==> config.mk <==
export PLATFORM = sky130hd
export DESIGN_NAME = dp_ram_fifo_ctrl_flat
export DESIGN_NICKNAME = d
export VERILOG_FILES = /design/src/rtl/dp_ram_fifo_ctrl_if.sv /design/src/rtl/dp_ram_fifo_ctrl.sv /design/src/flat_wrapper.sv
export SDC_FILE = /design/constraint.sdc
export NUM_CORES = 1
export LEC_CHECK = 0
export ABC_CLOCK_PERIOD_IN_PS = 12000
export CAP_MARGIN = 10
export CORE_AREA = 2 2 64 66
export CTS_CLUSTER_SIZE = 24
export DETAILED_ROUTE_END_ITERATION = 7
export DIE_AREA = 0 0 66 68
export PLACE_DENSITY = 0.83
export SETUP_SLACK_MARGIN = 0.4
export SKIP_CTS_REPAIR_TIMING = 1
export SLEW_MARGIN = 30
export SYNTH_ARGS = -nofsm -noshare
export SYNTH_HDL_FRONTEND = slang
export SYNTH_SLANG_ARGS = --single-unit
==> constraint.sdc <==
create_clock -name clk -period 12 [get_ports clk]
set_clock_uncertainty 0.15 [all_clocks]
set_input_delay 1.2 -clock clk [delete_from_list [all_inputs] [get_ports clk]]
set_output_delay 1.2 -clock clk [all_outputs]
set_load 0.02 [all_outputs]
==> src/rtl/dp_ram_fifo_ctrl_if.sv <==
// Streaming handshake bundle for the RAM-backed FIFO controller.
// slave: the controller (accepts upstream words, offers downstream words).
// master: the environment that feeds and drains it.
interface dp_ram_fifo_ctrl_if #(
  parameter int DATA_WIDTH = 8
);
  logic                  s_valid;
  logic                  s_ready;
  logic [DATA_WIDTH-1:0] s_data;
  logic                  m_valid;
  logic                  m_ready;
  logic [DATA_WIDTH-1:0] m_data;

  modport slave (
    input  s_valid, s_data, m_ready,
    output s_ready, m_valid, m_data
  );

  modport master (
    output s_valid, s_data, m_ready,
    input  s_ready, m_valid, m_data
  );
endinterface

==> src/rtl/dp_ram_fifo_ctrl.sv <==
// FIFO controller over a dual-port RAM (port A writes, port B reads).
// The RAM's registered read is hidden behind a 2-entry output buffer so both
// sides stream one word per cycle.
module dp_ram_fifo_ctrl #(
  parameter int DATA_WIDTH = 8,
  parameter int ADDR_WIDTH = 4
) (
  input  logic                  clk,
  input  logic                  rst,
  dp_ram_fifo_ctrl_if.slave     bus,
  output logic [ADDR_WIDTH+1:0] count,
  output logic                  ram_wrA,
  output logic [ADDR_WIDTH-1:0] ram_addrA,
  output logic [DATA_WIDTH-1:0] ram_dataA_in,
  output logic                  ram_wrB,
  output logic [ADDR_WIDTH-1:0] ram_addrB,
  output logic [DATA_WIDTH-1:0] ram_dataB_in,
  input  logic [DATA_WIDTH-1:0] ram_dataB_out
);
  localparam int                DEPTH   = 2**ADDR_WIDTH;
  localparam logic [ADDR_WIDTH:0] DEPTH_C = (ADDR_WIDTH+1)'(DEPTH);

  logic [ADDR_WIDTH-1:0] wr_ptr, rd_ptr;
  logic [ADDR_WIDTH:0]   mem_count;   // words in RAM not yet fetched
  logic                  pending;     // fetch issued last cycle, data lands now
  logic [1:0]            ob_count;
  logic [DATA_WIDTH-1:0] ob0, ob1;    // ob0 is the head
  logic                  push, pop, fetch;
  logic [2:0]            ob_after;    // buffer demand after this cycle's pop
  logic [1:0]            ob_count_n;
  logic [DATA_WIDTH-1:0] ob0_n, ob1_n;

  assign bus.s_ready  = !rst && (mem_count < DEPTH_C);
  assign bus.m_valid  = (ob_count != 2'd0);
  assign bus.m_data   = ob0;
  assign push         = bus.s_valid && bus.s_ready;
  assign pop          = bus.m_valid && bus.m_ready;
  // Only fetch when the landing word is guaranteed a free buffer slot.
  assign ob_after     = {1'b0, ob_count} + {2'b0, pending} - {2'b0, pop};
  assign fetch        = (mem_count != '0) && (ob_after <= 3'd1);

  assign ram_wrA      = push;
  assign ram_addrA    = wr_ptr;
  assign ram_dataA_in = bus.s_data;
  assign ram_wrB      = 1'b0;
  assign ram_addrB    = rd_ptr;
  assign ram_dataB_in = '0;

  assign count = (ADDR_WIDTH+2)'(mem_count) + (ADDR_WIDTH+2)'(pending)
               + (ADDR_WIDTH+2)'(ob_count);

  // Output buffer next state: pop shifts first, then a landing word fills the tail.
  always_comb begin
    ob0_n      = ob0;
    ob1_n      = ob1;
    ob_count_n = ob_count;
    if (pop) begin
      ob0_n      = ob1;
      ob_count_n = ob_count_n - 2'd1;
    end
    if (pending) begin
      if (ob_count_n == 2'd0) ob0_n = ram_dataB_out;
      else                    ob1_n = ram_dataB_out;
      ob_count_n = ob_count_n + 2'd1;
    end
  end

  // Pointers, RAM occupancy, in-flight flag and output buffer registers.
  always_ff @(posedge clk) begin
    if (rst) begin
      wr_ptr    <= '0;
      rd_ptr    <= '0;
      mem_count <= '0;
      pending   <= 1'b0;
      ob_count  <= '0;
      ob0       <= '0;
      ob1       <= '0;
    end else begin
      if (push)  wr_ptr <= wr_ptr + 1'b1;
      if (fetch) rd_ptr <= rd_ptr + 1'b1;
      case ({push, fetch})
        2'b10:   mem_count <= mem_count + 1'b1;
        2'b01:   mem_count <= mem_count - 1'b1;
        default: mem_count <= mem_count;
      endcase
      pending  <= fetch;
      ob_count <= ob_count_n;
      ob0      <= ob0_n;
      ob1      <= ob1_n;
    end
  end
endmodule

==> src/flat_wrapper.sv <==
// flat-port wrapper written by rule: the top's interface ports become plain ports
module dp_ram_fifo_ctrl_flat 
#(
  parameter int DATA_WIDTH = 8,
  parameter int ADDR_WIDTH = 4
)
  (clk, rst, count, ram_wrA, ram_addrA, ram_dataA_in, ram_wrB, ram_addrB, ram_dataB_in, ram_dataB_out, bus_s_valid, bus_s_data, bus_m_ready, bus_s_ready, bus_m_valid, bus_m_data);
  dp_ram_fifo_ctrl_if #(.DATA_WIDTH(DATA_WIDTH)) bus_i ();
  input  logic clk;
  input  logic rst;
  output logic [ADDR_WIDTH+1:0] count;
  output logic ram_wrA;
  output logic [ADDR_WIDTH-1:0] ram_addrA;
  output logic [DATA_WIDTH-1:0] ram_dataA_in;
  output logic ram_wrB;
  output logic [ADDR_WIDTH-1:0] ram_addrB;
  output logic [DATA_WIDTH-1:0] ram_dataB_in;
  input  logic [DATA_WIDTH-1:0] ram_dataB_out;
  input wire logic [$bits(bus_i.s_valid)-1:0] bus_s_valid;
  input wire logic [$bits(bus_i.s_data)-1:0] bus_s_data;
  input wire logic [$bits(bus_i.m_ready)-1:0] bus_m_ready;
  output wire logic [$bits(bus_i.s_ready)-1:0] bus_s_ready;
  output wire logic [$bits(bus_i.m_valid)-1:0] bus_m_valid;
  output wire logic [$bits(bus_i.m_data)-1:0] bus_m_data;
  assign bus_i.s_valid = bus_s_valid;
  assign bus_i.s_data = bus_s_data;
  assign bus_i.m_ready = bus_m_ready;
  assign bus_s_ready = bus_i.s_ready;
  assign bus_m_valid = bus_i.m_valid;
  assign bus_m_data = bus_i.m_data;
  dp_ram_fifo_ctrl #(.DATA_WIDTH(DATA_WIDTH), .ADDR_WIDTH(ADDR_WIDTH)) u_core (.clk(clk), .rst(rst), .bus(bus_i), .count(count), .ram_wrA(ram_wrA), .ram_addrA(ram_addrA), .ram_dataA_in(ram_dataA_in), .ram_wrB(ram_wrB), .ram_addrB(ram_addrB), .ram_dataB_in(ram_dataB_in), .ram_dataB_out(ram_dataB_out));
endmodule
==> flow_summary.toml <==
[outcome]
status = "finished, final reports clean"

[critical_path]
cp-startpoint = "bus_m_ready"
crit_path_end = "u_core.mem_count[4]"
worstReg2RegEnd = "u_core.mem_count[4]"
critPathCaptureType = "register"
critPathKind = "in2reg"
path_max_fanout = 12
rr_startpoint = "u_core.ob_count[1]"
cp.required_ns = 12.02
startpoint_type = "primary input"
r2r_slack_ns = 7.51
r2r_cells = 17
worstPathArrival_ns = 5.03

[logic_synthesis]
syn-mean-instance-area_um2 = 9.28
synth_edf_count = 0
synth_area_leaders = "dfxtp_1 36%, mux2i_1 11%, buf_4 7.1%"
ys_async_sr_fraction_pct = 0
synthesis.area_mm2 = 0.00180
synth_top_cell_area_share_pct = 35.6
synth_cell_type_count = 34
ys.flop_type = "dfxtp_1"
synth_most_common_cell = "nor2_1"
syn_inst = 194
seq_area_frac_synth_pct = 35.6
yosys_warnings = 0
yosys.area.top_type = "dfxtp_1"
netlist_top_cells_count = "34 x nor2_1, 32 x dfxtp_1, 20 x mux2i_1, 17 x buf_4, 13 x inv_1"
ys_ff_latch = 32

[floorplan]
rows = 23
fp.coreArea_mm2 = 0.00386
ioPinCount = 62
initial_core_util_pct = 46.7
die_h_um = 68
die_area_mm2 = 0.00449
fp.dieW_um = 66

[power]
combPwrFrac_pct = 59.6
seqPwrFrac_pct = 26.9
switching_share_pct = 43.6
pwr-share-clk_pct = 13.4
switchingPower_mw = 0.262
power_density_mw_per_mm2 = 276
p_leak_nw = 0.955
ir_drop_v = 0.000135
p_int_mw = 0.339

[finish]
area_delta_synth_final_pct = 21.0
finalNetCount = 256
stdcell_area_mm2 = 0.00218
layout-drive-gt1-share_pct = 6.73
antennaDiodeCount = 0

[placed_design]
io_buffers = 36
place_congestion = 0.809
placed_area_mm2 = 0.00209
place_hpwl_mm = 2.31

[grt]
grt_pass1_vias = 1230
antenna_found_initial = 0
grt_pass1_wl_mm = 5.57
gr-total-overflow = 0
grt_max_degree = 36
grt_use_total_pct = 16.3

[timing]
min_period_ns = 5.01
slew_headroom_pct = 53.1
hold_violations = 0
rsz0062_at_grt = "no"
max_freq_ghz = 0.200
drv_slew = 0
worstMarginPinSlew_ns = 0.703
setup_viol = 0
fin_crit_sh_pct = 41.7
tns_ns = 0

[run]
max-cap-violations = 0

[clocking]
cts_sinks = 32
clk-insertion-delay-late_ns = 0.28
cts.clk_slew.worst_paths_ns = 0.07
max-clock-path-buffers = 2
htreeDepth = 2
cts_root_buf = "clkbuf_8"
cts_buffers = 5
cts_tree = "built"

[drt]
vias = 1313
routed_wl_mm = 3.19
dr.pass1.iters = 4
wl_per_cell_um = 11.7
drtIter0Drc = 50
ant_nets = 0
viasPerCell = 4.81
drt_drc_violations_left = 0

[worst_hold_path]
worstHoldPathType = "reg2reg"
## final cells by class
| cell class | count | area, um2 |
|---|---|---|
| fill | 340 | 1680 |
| timing repair buffer | 37 | 368 |
| inverter | 13 | 48.8 |
| multi-input combinational | 133 | 971 |
| sequential | 32 | 641 |
| clock inverter | 3 | 18.8 |
| tap | 50 | 62.6 |
| clock buffer | 5 | 68.8 |
## power groups by stage
stage / sequential [mW] / clock [mW] / combinational, mW
final: 0.162 / 0.0807 / 0.358
after global routing: 0.167 / 0.0872 / 0.407
after CTS: 0.162 / 0.0836 / 0.361
after detailed placement: 0.165 / 0 / 0.359
after global placement: 0.164 / 0 / 0.348
after floorplan: 0.171 / 0 / 0.258
## cell families (layout without fill, tap and decap cells)
kind of cell / count (synthesis) / after routing / share of synthesized area [%]
flip-flops: 32 / 32 / 35.6
adder cells (fa/ha/maj): 14 / 14 / 11.4
AO/OA/AOI/OAI: 21 / 21 / 8.76
other: 1 / 9 / 0.208
multiplexers: 21 / 21 / 11.7
AND/OR/NAND/NOR: 55 / 55 / 13.8
XOR/XNOR: 13 / 13 / 6.32
buffers and inverters: 37 / 58 / 12.2
## per-stage QoR
step	hold WS, ns	setup slack [ns]	util, %	cells	power, mW
after floorplan	0.310	7.56	-	202	0.429
after CTS	0.350	6.98	56.5	273	0.607
final	0.346	6.99	56.5	273	0.601
after global routing	0.377	6.63	56.5	273	0.661
after global placement	0.324	6.84	54.2	265	0.512
after detailed placement	0.336	6.71	54.2	265	0.523
## metal layers
metal  vias up  share of wire [%]  routed length [um]  global-route usage, %
li1        672                  -                   -                      -
met1       603                 46                1460                   21.3
met2        31                 46                1470                   24.4
met3         7                5.4                 172                   5.43
met4         0                2.5                  80                   7.91
met5         -                  0                   0                      0
## state kept, by name (all words and copies together), names as in the netlist
signal and count:
u_core.bus.m_data 8, u_core.mem_count 5, u_core.ob_count 2, u_core.ram_addrB 4, u_core.ram_addrA 4, u_core.pending 1
u_core.ob1 8
## worst max-delay path: stages
cell and delay [ns]:
clkdlybuf4s50_1 0.46, nand2b_1 0.38, xnor2_1 0.31, ha_1 0.18, inv_1 0.05, fa_1 0.37
xnor2_1 0.32, o211ai_4 0.16, inv_1 0.09, ha_1 0.24, inv_1 0.09, fa_1 0.39
nor2b_1 0.17, o22ai_1 0.12, mux2i_1 0.16, mux2_2 0.34
## worst min path at each step
stage | cells past startpoint | start | endpoint | slack [ns]
finish | 2 | u_core.ram_addrB[3] | u_core.ram_addrB[3] | 0.35
global route | 2 | u_core.ob1[5] | u_core.ob1[5] | 0.38
CTS | 2 | u_core.ram_addrB[3] | u_core.ram_addrB[3] | 0.35
detailed placement | 2 | u_core.ram_addrB[3] | u_core.ram_addrB[3] | 0.34
global placement | 2 | u_core.ob1[7] | u_core.ob1[7] | 0.32
floorplan | 2 | u_core.ob1[0] | u_core.ob1[0] | 0.31
## cell usage in the layout (no fill, tap or decap), types with 3 or more instances in the layout
master           Yosys  layout
fa_1                 4       4
ha_1                10      10
dfxtp_1             32      32
nand2_1              5       5
clkbuf_8             0       5
o21ai_0              3       3
nor2b_1              4       4
xnor2_1              7       7
a211oi_1             8       8
inv_1               13      13
clkdlybuf4s50_1      0      36
conb_1               1       9
nor2_1              34      34
nand3_1              3       3
mux2i_1             20      20
a21oi_1              4       4
xor2_1               6       6
Note: power is estimated with default switching activity, not from simulation.
